### config.mk
export PLATFORM = sky130hd
export DESIGN_NAME = vmsu_nbit_pipe
export DESIGN_NICKNAME = d
export VERILOG_FILES = /design/src/rtl/vmsu_nbit_pipe.sv
export SDC_FILE = /design/constraint.sdc
export NUM_CORES = 1
export LEC_CHECK = 0
export ABC_AREA = 1
export CORE_MARGIN = 4
export CORE_UTILIZATION = 25
export CTS_BUF_LIST = sky130_fd_sc_hd__clkbuf_16
export CTS_CLUSTER_DIAMETER = 30
export DETAILED_ROUTE_END_ITERATION = 10
export GPL_TIMING_DRIVEN = 0
export PLACE_DENSITY = 0.4
export SLEW_MARGIN = 20
export SYNTH_ARGS = -nofsm -noshare
export SYNTH_HDL_FRONTEND = slang
export SYNTH_HIERARCHICAL = 1
export SYNTH_SLANG_ARGS = --single-unit
### constraint.sdc
create_clock -name clk -period 2.6 [get_ports clk]
set_input_delay 0.78 -clock clk [delete_from_list [all_inputs] [get_ports clk]]
set_output_delay 0.78 -clock clk [all_outputs]
set_load 0.02 [all_outputs]
### src/rtl/vmsu_nbit_pipe.sv
// Pipelined Vedic multiplier with per-operand signed mode and valid/ready flow control.
// Optional multiply-accumulate output enabled by defining VMSU_ACC_EN.

module vmsu_vedic #(
    parameter int W = 2
) (
    input  logic [W-1:0]   a_i,
    input  logic [W-1:0]   b_i,
    output logic [2*W-1:0] p_o
);
    generate
        if (W == 2) begin : g_base
            logic c1;
            assign c1     = a_i[1] & b_i[0] & a_i[0] & b_i[1];
            assign p_o[0] = a_i[0] & b_i[0];
            assign p_o[1] = (a_i[1] & b_i[0]) ^ (a_i[0] & b_i[1]);
            assign p_o[2] = (a_i[1] & b_i[1]) ^ c1;
            assign p_o[3] = a_i[1] & b_i[1] & c1;
        end else begin : g_rec
            localparam int H = W / 2;
            logic [W-1:0] ll, lh, hl, hh;
            vmsu_vedic #(.W(H)) u_ll (.a_i(a_i[H-1:0]), .b_i(b_i[H-1:0]), .p_o(ll));
            vmsu_vedic #(.W(H)) u_lh (.a_i(a_i[H-1:0]), .b_i(b_i[W-1:H]), .p_o(lh));
            vmsu_vedic #(.W(H)) u_hl (.a_i(a_i[W-1:H]), .b_i(b_i[H-1:0]), .p_o(hl));
            vmsu_vedic #(.W(H)) u_hh (.a_i(a_i[W-1:H]), .b_i(b_i[W-1:H]), .p_o(hh));
            // vertical (hh,ll) plus crosswise (lh,hl) terms at weight 2^H
            assign p_o = {hh, ll}
                       + {{H{1'b0}}, lh, {H{1'b0}}}
                       + {{H{1'b0}}, hl, {H{1'b0}}};
        end
    endgenerate
endmodule

module vmsu_nbit_pipe #(
    parameter int WIDTH     = 8,
    parameter int STAGES    = 3,
    parameter int ACC_GUARD = 8
) (
    input  logic                         clk,
    input  logic                         rst_n,
    input  logic                         in_valid_i,
    output logic                         in_ready_o,
    input  logic [WIDTH-1:0]             in_a_i,
    input  logic [WIDTH-1:0]             in_b_i,
    input  logic [1:0]                   in_mode_i,
    input  logic                         in_acc_clr_i,
    output logic                         out_valid_o,
    input  logic                         out_ready_i,
    output logic [2*WIDTH-1:0]           out_p_o,
    output logic [2*WIDTH+ACC_GUARD-1:0] out_acc_o
);
    localparam int PW = 2 * WIDTH;
    localparam int AW = PW + ACC_GUARD;

    logic              advance;
    logic              a_neg, b_neg, sgn_d;
    logic [WIDTH-1:0]  a_mag, b_mag;
    logic [PW-1:0]     mag_p, p_d;

    logic [STAGES-1:0] vld_q, sgn_q, clr_q;
    logic [PW-1:0]     p_q [STAGES];

    assign advance    = ~out_valid_o | out_ready_i;
    assign in_ready_o = advance;

    // -2^(W-1) negates to itself, which reads correctly as an unsigned magnitude
    assign a_neg = in_mode_i[0] & in_a_i[WIDTH-1];
    assign b_neg = in_mode_i[1] & in_b_i[WIDTH-1];
    assign a_mag = a_neg ? -in_a_i : in_a_i;
    assign b_mag = b_neg ? -in_b_i : in_b_i;
    assign sgn_d = |in_mode_i;

    vmsu_vedic #(.W(WIDTH)) u_core (.a_i(a_mag), .b_i(b_mag), .p_o(mag_p));

    assign p_d = (a_neg ^ b_neg) ? -mag_p : mag_p;

    always_ff @(posedge clk or negedge rst_n) begin
        if (!rst_n) begin
            vld_q <= '0;
            sgn_q <= '0;
            clr_q <= '0;
            for (int i = 0; i < STAGES; i++) begin
                p_q[i] <= '0;
            end
        end else if (advance) begin
            vld_q[0] <= in_valid_i;
            sgn_q[0] <= in_valid_i & sgn_d;
            clr_q[0] <= in_valid_i & in_acc_clr_i;
            p_q[0]   <= p_d;
            for (int i = 1; i < STAGES; i++) begin
                vld_q[i] <= vld_q[i-1];
                sgn_q[i] <= sgn_q[i-1];
                clr_q[i] <= clr_q[i-1];
                p_q[i]   <= p_q[i-1];
            end
        end
    end

    assign out_valid_o = vld_q[STAGES-1];
    assign out_p_o     = p_q[STAGES-1];

`ifdef VMSU_ACC_EN
    logic [AW-1:0] acc_q, acc_d, p_ext;

    assign p_ext = sgn_q[STAGES-1] ? {{ACC_GUARD{out_p_o[PW-1]}}, out_p_o}
                                   : {{ACC_GUARD{1'b0}}, out_p_o};
    // presented sum already includes the beat on the output
    assign acc_d = (clr_q[STAGES-1] ? '0 : acc_q) + p_ext;

    always_ff @(posedge clk or negedge rst_n) begin
        if (!rst_n) begin
            acc_q <= '0;
        end else if (out_valid_o && out_ready_i) begin
            acc_q <= acc_d;
        end
    end

    assign out_acc_o = acc_d;
`else
    logic unused_acc;
    assign unused_acc = ^{sgn_q, clr_q};
    assign out_acc_o  = {AW{1'b0}};
`endif
endmodule

Word-level counts from Yosys, hierarchy flattened
Index checks and enable logic that the tools add are counted.

Bits of input ports: 23. Bits in registers: 51. Output and inout bits: 42. Word-level logic and storage cells: 169.

Bitwise operators: 149. $add $sub $neg: 13. Multiplexer cells: 3.

Operators with widths (count): AND 1 bit (114); adder 8 x 6 -> 8 bit (8); bitwise XOR 1 bit (33); adder 16 x 12 -> 16 bit (2); two-way mux 16 bit (1); two-way mux 8 bit (2); negation 16 bit (1); negation 8 bit (2); NOT 1 bit (1); OR 1 bit (1).

Logic depth before layout (Yosys ltp)
Gate-level depths: netlist of the first run.

Depth in word-level cells: 12. Gate-level depth with buffers: 37. Gate-level depth less buffers: 37.

By module
The synthesis of the first run kept the hierarchy.

Modules (own cells, without submodules): vmsu_nbit_pipe (area an instance 3024.2 µm², seq. area each 1276.2 µm², cells each 398, times used 1); vmsu_vedic (u_core.g_rec.u_hh.g_rec.u_hh ...) (area an instance 55.1 µm², seq. area each 0.0 µm², cells each 12, times used 16); vmsu_vedic (u_core.g_rec.u_hl ...) (area an instance 292.8 µm², seq. area each 0.0 µm², cells each 43, times used 3); vmsu_vedic (u_core) (area an instance 693.2 µm², seq. area each 0.0 µm², cells each 110, times used 1); vmsu_vedic (u_core.g_rec.u_hh) (area an instance 269.0 µm², seq. area each 0.0 µm², cells each 37, times used 1).

Worst setup path before layout of the first run
OpenSTA, ideal clock, no wires.

Path kind: input -> register. Start point: input in_mode_i[1]. End point: register p_q[47] (netlist bit). Setup time: 0.118 ns. Required time: 2.482 ns. Data arrival time: 5.422 ns. Setup slack: -2.939 ns. Buffers on the path: 0. Stages: 27. Cells stage by stage: nand2_4 inv_4 o21ai_0 nand2_1 nor2_1 ha_1 fa_1 inv_1 fa_1 xnor2_1 fa_1 ha_1 inv_1 fa_1 inv_1 nand3_1 nand3_1 xor2_1 inv_1 nand2_1 nor2_1 nand2_1 nand2_1 nand2_1 nand2_1 nand3_1 nand2_1.

Elaborated cells on any way between the ends: 159. Those cells by class: add/sub: 11; mux: 2; bitwise: 146.

RTL lines: start: declaration (line 45) `input logic [1:0] in_mode_i,`; AND 1 bit (*) (line 68) `assign b_neg = in_mode_i[1] & in_b_i[WIDTH-1];`; two-way mux 8 bit (*) (line 70) `assign b_mag = b_neg ? -in_b_i : in_b_i;`; named net b_mag[1] (line 57) `logic [WIDTH-1:0] a_mag, b_mag;`; AND 1 bit (on tied branches) (line 17, 14); bitwise XOR 1 bit (*) (line 17) `assign p_o[2] = (a_i[1] & b_i[1]) ^ c1;`; named net u_core.g_rec.u_ll.g_rec.hl[2] (line 21) `logic [W-1:0] ll, lh, hl, hh;`; adder 8 x 6 -> 8 bit (*) (line 29) `+ {{H{1'b0}}, hl, {H{1'b0}}};`; named net u_core.g_rec.ll[5] (line 21); adder 16 x 12 -> 16 bit (*) (line 28) `+ {{H{1'b0}}, lh, {H{1'b0}}}`; adder 16 x 12 -> 16 bit (*) (line 29); named net mag_p[9] (line 58) `logic [PW-1:0] mag_p, p_d;`; negation 16 bit (*) (line 75) `assign p_d = (a_neg ^ b_neg) ? -mag_p : mag_p;`; two-way mux 16 bit (*) (line 75); end signal: indexed assignment (line 94) `p_q[i] <= p_q[i-1];`; end: declaration (line 61) `logic [PW-1:0] p_q [STAGES];`.

The timed path passes the listed nets; every way through them passes the cells marked *. A chain may end at the register's enable or synchronous reset.

Final worst setup path of the first run
Start point: input in_a_i[0]. End point: register p_q[47] (netlist bit).

Elaborated cells on any way between the ends: 158. Those cells by class: add/sub: 12; mux: 2; bitwise: 144.

RTL lines: start: declaration (line 43) `input logic [WIDTH-1:0] in_a_i,`; negation 8 bit (line 69) `assign a_mag = a_neg ? -in_a_i : in_a_i;`; two-way mux 8 bit (line 69); named net a_mag[4] (line 57); AND 1 bit (2 in a row) (line 14) `assign c1 = a_i[1] & b_i[0] & a_i[0] & b_i[1];`; AND 1 bit (line 18) `assign p_o[3] = a_i[1] & b_i[1] & c1;`; named net u_core.g_rec.u_hl.g_rec.ll[3] (line 21); adder 8 x 6 -> 8 bit (line 28); adder 8 x 6 -> 8 bit (line 29); named net u_core.g_rec.hl[7] (line 21); adder 16 x 12 -> 16 bit (line 29); named net mag_p[14] (line 58); negation 16 bit (line 75); two-way mux 16 bit (line 75).

The timed path passes the listed nets, and every way through them passes these cells.

==> results of run 1 <==
[worst register-to-register path: cells and delay by family, from the launching register on]
| kind | cells | cell delay (ps) |
|---|---|---|
| buffers and inverters | 5 | 820 |
| flip-flops | 1 | 380 |
| AND/OR/NAND/NOR | 3 | 270 |
[sequential cells by signal, summed over array words and instances, names as in the netlist]
signal	flops
p_q	32
out_p_o	16
vld_q	3
[area by class of cell]
type | count | share of cell area [%]
sequential | 51 | 15.2
clock buffer | 5 | 1.49
clock inverter | 3 | 0.134
buffer | 52 | 4.61
tap | 285 | 4.24
timing repair buffer | 122 | 12.6
inverter | 160 | 7.83
multi-input combinational | 626 | 53.9
[timing repair]
item,in CTS,in global routing
resized for setup,168,86
endpoints found under the setup margin,16,15
pin swaps,90,73
hold buffers,0,0
setup buffers,57,28
[path summary, 6_finish.rpt]
check / from / endpoint / slack (ps) / depth (start not counted)
max: in_a_i[0] / p_q[47]$_DFFE_PN0P_ / -2570 / 35
min: p_q[25]$_DFFE_PN0P_ / out_p_o[9]$_DFFE_PN0P_ / 460 / 2
max reg2reg: vld_q[2]$_DFFE_PN0P_ / p_q[45]$_DFFE_PN0P_ / 1050 / 8
min reg2reg: p_q[25]$_DFFE_PN0P_ / out_p_o[9]$_DFFE_PN0P_ / 460 / 2
max in group asynchronous: rst_n / p_q[25]$_DFFE_PN0P_ / 1650 / 1
min in group asynchronous: rst_n / p_q[31]$_DFFE_PN0P_ / 520 / 1
[cell usage after synthesis, types with 2 or more instances]
cell type	count	area [µm²]
o31ai_1	2	15.0
nand2_1	323	1210
nand2_4	6	67.6
nor2_2	2	12.5
buf_1	2	7.51
fa_1	29	581
nor2_1	58	218
o21ai_1	2	10.0
dfrtp_1	51	1280
ha_1	43	538
buf_4	40	300
o21ai_2	5	43.8
nand2_2	3	18.8
nor3b_1	2	15.0
a21oi_1	6	30.0
o21ai_0	14	70.1
xor2_1	13	114
nand4_1	3	18.8
a21oi_2	2	17.5
inv_4	2	12.5
xnor2_1	9	78.8
nand3b_1	2	15.0
buf_2	8	40.0
nand3_1	70	350
inv_1	157	589
[metrics by stage]
step / instances / total power (W) / TNS [ps] / util [%]
2_1_floorplan: 889 / 0.00489 / -24780 / -
3_3_place_gp: 1213 / 0.00598 / -92170 / 30.9
3_5_place_dp: 1213 / 0.00599 / -45970 / 30.9
4_1_cts: 1278 / 0.00756 / -26770 / 35.0
5_1_grt: 1304 / 0.00939 / -28670 / 37.1
6_report: 1304 / 0.00853 / -25810 / 37.1
[power groups by stage]
stage | sequential (W) | combinational (W) | clock [W]
floorplan | 0.00133 | 0.00356 | 0
global route | 0.00139 | 0.00733 | 0.000675
detailed placement | 0.00136 | 0.00463 | 0
global placement | 0.00135 | 0.00463 | 0
CTS | 0.00134 | 0.00557 | 0.000648
finish | 0.00134 | 0.00656 | 0.000624
[routing by layer]
metal / vias to the layer above / routed length (µm) / track usage (%)
met5: - / 0 / 0
met4: 0 / 116 / 1.89
met3: 9 / 268 / 0.984
met2: 49 / 7180 / 20.8
met1: 2385 / 6860 / 15.4
li1: 2850 / - / -
[kinds of logic after synthesis]
group	Yosys count	share of synthesized area [%]
xor+xnor	22	3.35
flops	51	22.2
buf+inv	212	17.0
other cells	1	0.0653
fa+ha+maj	72	19.5
compound gates	36	3.94
simple gates	472	34.0
==> results.json, run 1 <==
{
  "path_buf_inv": 6,
  "avgSynthCellArea_um2": 6.63,
  "placed_area_mm2": 0.00699,
  "synth_cells": 866,
  "ctsHtreeMaxLevel": 2,
  "fillers": 2421,
  "die_w_um": 160,
  "cts_tree": "yes",
  "timing.fmax_mhz": 193,
  "pre_cts_ws_ps": -4110,
  "cts_made_buffers": 5,
  "crit_top_cell": "nand2_1",
  "synth_top_flop_cell": "dfrtp_1",
  "grt_pass1_wl_um": 24900,
  "drt_wl_total_um": 14400,
  "start_kind": "primary input",
  "synth-async-reset-ratio_pct": 100,
  "violations": "negative setup slack",
  "finalSetupViolCount": 13,
  "start_util_pct": 25.4,
  "ys_seq_area_share_pct": 22.2,
  "internal_power_w": 0.00454,
  "crit_arrival_ps": 5400,
  "crit_path_max_incr_delay_ps": 560,
  "finalNetCount": 1113,
  "period_minus_slack_ps": 5170,
  "slowest_stage": "fa_1",
  "drt_iter0_drc": 144,
  "period_share_pct": 199,
  "fin_ws_ps": -2570,
  "p_clk_share_pct": 7.3,
  "port-buffer-count": 39,
  "final_cell_mix": "271 x nand2_1, 118 x inv_1, 112 x buf_4",
  "drive_gt1_share_pct": 34.6,
  "coreArea_mm2": 0.0226,
  "gr-usage-all-layers_pct": 11.6,
  "rsz0062_at_grt": "yes",
  "hold_viol_final": 0,
  "finClkSkew_ps": 6.91,
  "ir_worst_vdd_mv": 0.479,
  "grt-ovfl-total": 0,
  "yosysWarnings": 6,
  "layout-area-overhead-vs-synth_pct": 46.3,
  "vias": 5293,
  "leakagePower_nw": 4.58,
  "grt_pass1_vias": 5167,
  "clock_sinks": 51,
  "clock_latency_ps": 290,
  "clockBufferDepth": 2,
  "dieArea_mm2": 0.0255,
  "drv_cap": 0,
  "slew_headroom_pct": 56.9,
  "synth-edff-count": 0,
  "dp_hpwl_um": 11300,
  "ys_types": 37,
  "cpLargestDelayFamily": "adder cells",
  "switchingPower_w": 0.00399,
  "seqPwrFrac_pct": 15.7,
  "hold_class": "reg -> reg",
  "drc_errors": 0,
  "slew_viol_final": 0,
  "worst-path-max-fanout": 4,
  "avgRoutedWirePerCell_um": 11.1,
  "n_antenna_cell": 0,
  "status": "finished, violations left",
  "root_buffer": "clkbuf_16",
  "num_rows": 55,
  "critical_path_class": "in -> reg",
  "drt-pass1-iter-count": 4,
  "netSwitchingFraction_pct": 46.8,
  "final_area_mm2": 0.00841,
  "ant_nets": 0,
  "endpoint_kind": "flip-flop",
  "multi_input_area_mm2": 0.00453,
  "place.gp.congestion": 0.773,
  "share_comb_of_total_power_pct": 77.0,
  "die_h_um": 160,
  "path_clk_slew_ps": 70,
  "fin_hold_ws_ps": 463,
  "antenna_found_initial": 0,
  "worst_slew_pin_slew_ps": 647,
  "syn-cell-area_mm2": 0.00575,
  "seqCellArea_mm2": 0.00128,
  "grt_max_degree": 52,
  "cp_data_required_time_ps": 2830,
  "ios": 65,
  "viasPerCell": 4.06,
  "ys_ff_latch": 51,
  "powerDensity_mw_per_mm2": 1010,
  "mostFrequentLayoutCell": "nand2_1"
}
(Power assumes the default switching activity.)
==> inputs of run 2 (changes only) <==
CORE_MARGIN = 2   (was 4)
TNS_END_PERCENT = 10   (was unset)
==> run 2 against run 1 <==
- the flow still finishes with violations (negative setup slack)
- sequential power barely moved
- flip-flop and latch count did not move
- sequential share of layout area rose by 0.83 points
- die area fell by 4.9%
- clock skew rose by 0.80 ps
- worst hold slack improved by 3.4 ps
- combinational power fell by 18%
- register-to-register slack improved by 100 ps
- clock-buffer cell count did not move
- largest cell class unchanged
==> results.json, run 2 (synthesis results as in run 1) <==
{
  "status": "finished, violations left",
  "violations": "negative setup slack",
  "start_util_pct": 25.5,
  "coreArea_mm2": 0.0226,
  "final_area_mm2": 0.00797,
  "worst-path-max-fanout": 4,
  "leakagePower_nw": 4.42,
  "dieArea_mm2": 0.0242,
  "drv_cap": 0,
  "cpLargestDelayFamily": "adder cells",
  "port-buffer-count": 39,
  "grt-ovfl-total": 0,
  "crit_arrival_ps": 5400,
  "hold_class": "reg -> reg",
  "ant_nets": 0,
  "num_rows": 55,
  "die_w_um": 156,
  "period_minus_slack_ps": 5170,
  "rsz0062_at_grt": "yes",
  "ctsHoldBuffers": 0,
  "endpoint_kind": "flip-flop",
  "cts_tree": "yes",
  "crit_top_cell": "nand2_1",
  "grt_max_degree": 52,
  "finClkSkew_ps": 7.72,
  "powerDensity_mw_per_mm2": 937,
  "finalSetupViolCount": 14,
  "fin_cells": 1279,
  "grt_pass1_wl_um": 24500,
  "finalNetCount": 1088,
  "grt_pass1_vias": 5129,
  "placed_area_mm2": 0.00692,
  "multi_input_area_mm2": 0.00431,
  "slowest_stage": "fa_2",
  "clock_latency_ps": 290,
  "dp_hpwl_um": 11200,
  "viasPerCell": 4.04,
  "timing.fmax_mhz": 193,
  "avgRoutedWirePerCell_um": 11.2,
  "fin_ws_ps": -2570,
  "drt-pass1-iter-count": 5,
  "largest_reg_flops": 32,
  "cts_made_buffers": 5,
  "fin_hold_ws_ps": 466,
  "worst_slew_pin_slew_ps": 640,
  "crit_path_max_incr_delay_ps": 460,
  "mostFrequentLayoutCell": "nand2_1",
  "slew_viol_final": 0,
  "start_kind": "primary input",
  "largest-register": "p_q",
  "slew_headroom_pct": 57.3,
  "final_cell_mix": "292 x nand2_1, 134 x inv_1, 99 x buf_4",
  "drt_iter0_drc": 145,
  "clock_sinks": 51,
  "n_antenna_cell": 0,
  "critical_path_class": "in -> reg",
  "die_h_um": 156,
  "period_share_pct": 199,
  "path_buf_inv": 8,
  "layout-area-overhead-vs-synth_pct": 38.8,
  "drive_gt1_share_pct": 28.4,
  "ios": 65,
  "cp_data_required_time_ps": 2830,
  "clockBufferDepth": 2,
  "final_core_util_pct": 35.3,
  "drc_errors": 0,
  "gr-usage-all-layers_pct": 12.3,
  "report.power.total_w": 0.00747,
  "place.gp.congestion": 0.790,
  "vias": 5171,
  "ctsHtreeMaxLevel": 2,
  "ir_worst_vdd_mv": 0.358,
  "path_clk_slew_ps": 70,
  "fillers": 2494,
  "dpl.cell_count": 1213,
  "root_buffer": "clkbuf_16",
  "seqCellArea_mm2": 0.00128,
  "antenna_found_initial": 0,
  "hold_viol_final": 0,
  "drt_wl_total_um": 14300
}
-- run 2: cell count changes in the layout (fill, tap and decap cells not counted), sizes merged --
| cell | before | now |
|---|---|---|
| clkinv | 3 | 2 |
| clkdlybuf4s15 | 0 | 3 |
| bufinv | 0 | 1 |
| dlygate4sd2 | 3 | 2 |
| clkbuf | 9 | 8 |
| buf | 146 | 120 |
-- run 2: cell type report --
type                    instances  share of cell area, %
flip-flops and latches         51                   16.0
inverters                     160                   8.00
plain buffers                  52                   4.87
multi-input cells             626                   54.1
clock buffers                   5                   1.57
well taps                     285                   4.47
clock inverters                 3                  0.487
repair buffers                 97                   10.5
-- run 2: layer usage --
| metal | GRT usage [%] | up-vias | wire length, µm |
|---|---|---|---|
| met5 | 0 | - | 0 |
| met4 | 2.71 | 0 | 190 |
| met3 | 0.750 | 10 | 187 |
| met2 | 22.6 | 59 | 7060 |
| met1 | 15.9 | 2298 | 6860 |
| li1 | - | 2804 | - |
-- run 2: worst paths after layout --
path	startpoint	to	slack, ps	depth (start not counted)
min	vld_q[1]$_DFFE_PN0P_	vld_q[2]$_DFFE_PN0P_	470	1
max reg2reg	vld_q[2]$_DFFE_PN0P_	p_q[45]$_DFFE_PN0P_	1150	7
min in group asynchronous	rst_n	p_q[17]$_DFFE_PN0P_	520	1
min reg2reg	vld_q[1]$_DFFE_PN0P_	vld_q[2]$_DFFE_PN0P_	470	1
max	in_a_i[0]	p_q[47]$_DFFE_PN0P_	-2570	37
max in group asynchronous	rst_n	p_q[27]$_DFFE_PN0P_	1650	1
-- run 2: what timing repair did --
action                                 CTS  global route
endpoints found under the hold margin    0             0
pin swaps                               87            29
setup endpoints to repair               16            15
gates resized for setup                150            38
setup buffers                           54             4
-- run 2: through the flow --
step / TNS [ps] / setup WS (ps)
floorplan: -25490 / -2410
global placement: -92670 / -4080
detailed placement: -47020 / -4070
CTS: -27160 / -2560
global route: -29350 / -2830
finish: -25950 / -2570
-- run 2: report_power, final --
part           internal, W  switching [W]  total (W)  leakage [nW]
clock network     0.000449       0.000277   0.000726        0.0812
registers          0.00117       0.000174    0.00134         0.620
logic              0.00236        0.00303    0.00540          3.72
total              0.00398        0.00348    0.00747          4.42
==> inputs of run 3 (changes only) <==
--- a/config.mk
+++ b/config.mk
@@ -15,2 +15,3 @@
 export PLACE_DENSITY = 0.4
+export REMOVE_ABC_BUFFERS = 1
 export SLEW_MARGIN = 20
==> constraint.sdc (replaced) <==
create_clock -name clk -period 2.6 [get_ports clk]
set_input_delay 0.39 -clock clk [delete_from_list [all_inputs] [get_ports clk]]
set_output_delay 0.39 -clock clk [all_outputs]
set_load 0.02 [all_outputs]
==> run 3 against run 2 <==
- largest cell class unchanged
- clock-buffer cell count stayed put
- flip-flop and latch count unchanged
- total power barely moved
- the run still ends with negative setup slack left
==> results.json, run 3 (synthesis results as in run 1) <==
{
  "fin_cells": 1236,
  "num_rows": 55,
  "final_core_util_pct": 34.5,
  "worst_slew_pin_slew_ps": 667,
  "path_buf_inv": 4,
  "vias": 5096,
  "mostFrequentLayoutCell": "nand2_1",
  "leakagePower_nw": 4.25,
  "dieArea_mm2": 0.0242,
  "ctsHoldBuffers": 0,
  "cp_data_required_time_ps": 2780,
  "fin_hold_ws_ps": 137,
  "finClkSkew_ps": 2.49,
  "die_h_um": 156,
  "report.power.total_w": 0.00746,
  "avgRoutedWirePerCell_um": 11.3,
  "drt_wl_total_um": 13900,
  "powerDensity_mw_per_mm2": 959,
  "largest-register": "p_q",
  "port-buffer-count": 39,
  "clockBufferDepth": 2,
  "worstRegToRegCells": 8,
  "ant_nets": 0,
  "viasPerCell": 4.12,
  "clock_sinks": 51,
  "hold_class": "in -> async",
  "dp_hpwl_um": 10300,
  "cpLargestDelayFamily": "adder cells",
  "largest_reg_flops": 32,
  "start_kind": "primary input",
  "clock_latency_ps": 280,
  "ios": 65,
  "worst-path-max-fanout": 5,
  "antenna_found_initial": 0,
  "layout-area-overhead-vs-synth_pct": 35.5,
  "grt_max_degree": 52,
  "cts_made_buffers": 5,
  "slew_viol_final": 0,
  "timing.fmax_mhz": 209,
  "finalNetCount": 1047,
  "startpoint": "in_b_i[6]",
  "crit_arrival_ps": 4960,
  "status": "finished, violations left",
  "crit_path_max_incr_delay_ps": 560,
  "slew_headroom_pct": 55.5,
  "finalSetupViolCount": 12,
  "die_w_um": 156,
  "endpoint_kind": "flip-flop",
  "coreArea_mm2": 0.0226,
  "critical_path_class": "in -> reg",
  "grt-ovfl-total": 0,
  "ctsHtreeMaxLevel": 2,
  "drc_errors": 0,
  "root_buffer": "clkbuf_16",
  "n_antenna_cell": 0,
  "final_cell_mix": "285 x nand2_1, 136 x inv_1, 61 x buf_4",
  "violations": "negative setup slack",
  "cts_tree": "yes",
  "dpl.cell_count": 1166,
  "r2r_start": "vld_q[2]$_DFFE_PN0P_",
  "start_util_pct": 25.5,
  "period_minus_slack_ps": 4780,
  "drt_iter0_drc": 198,
  "gr-usage-all-layers_pct": 12.3,
  "fin_ws_ps": -2180,
  "drv_cap": 0,
  "ir_worst_vdd_mv": 0.373,
  "grt_pass1_wl_um": 24400,
  "hold_viol_final": 0,
  "place.gp.congestion": 0.782,
  "slowest_stage": "fa_1",
  "r2r_setup_slack_ps": 810,
  "period_share_pct": 184,
  "drive_gt1_share_pct": 26.5,
  "drt-pass1-iter-count": 6,
  "r2r_end": "p_q[33]$_DFFE_PN0P_",
  "grt_pass1_vias": 5151,
  "rsz0062_at_grt": "yes",
  "path_clk_slew_ps": 60
}
[run 3: power breakdown]
| group | internal [W] | total, W | switching (W) |
|---|---|---|---|
| logic | 0.00244 | 0.00551 | 0.00307 |
| clock network | 0.000343 | 0.000610 | 0.000267 |
| registers | 0.00117 | 0.00134 | 0.000168 |
| total | 0.00395 | 0.00746 | 0.00351 |
[run 3: final cells by class]
type	count	area, µm²
fillers	2496	14800
multi-input cells	626	4370
flip-flops and latches	51	1280
repair buffers	108	1010
inverters	160	638
well taps	285	357
clock buffers	5	125
clock inverters	1	3.75
[run 3: layer usage]
layer,GRT usage [%],up-vias,routed length (µm)
li1,-,2718,-
met1,16.4,2314,6710
met2,21.9,57,6770
met3,0.833,7,320
met4,2.27,0,143
met5,0,-,0
[run 3: timing repair]
action | CTS | global route
resized for setup | 246 | 30
setup buffers | 59 | 5
pin swaps | 92 | 37
endpoints found under the hold margin | 0 | 0
endpoints found under the setup margin | 16 | 13
[run 3: worst max path at each step]
| stage | to | slack [ps] | cells after the start |
|---|---|---|---|
| 3_5_place_dp | p_q[47]$_DFFE_PN0P_ | -4360 | 29 |
| 3_3_place_gp | p_q[47]$_DFFE_PN0P_ | -4410 | 32 |
| 5_1_grt | p_q[45]$_DFFE_PN0P_ | -2470 | 30 |
| 4_1_cts | p_q[47]$_DFFE_PN0P_ | -2120 | 37 |
| 2_1_floorplan | p_q[47]$_DFFE_PN0P_ | -2580 | 27 |
| 6_report | p_q[45]$_DFFE_PN0P_ | -2180 | 25 |
[run 3: worst reg2reg max path, stage by stage, from the launching register on]
cell      delay (ps)
dfrtp_1          340
inv_1             70
nor2_4           330
buf_16           210
buf_16           170
inv_4            140
buf_16           200
o211ai_1         110
o21ai_0          100
[run 3: per-stage QoR]
stage / cell area (µm²) / setup WS, ps / TNS, ps
floorplan: 5460 / -2580 / -64820
global placement: 6210 / -4410 / -202600
detailed placement: 6320 / -4360 / -49530
CTS: 7630 / -2120 / -21340
global route: 7780 / -2470 / -24410
finish: 7780 / -2180 / -21470
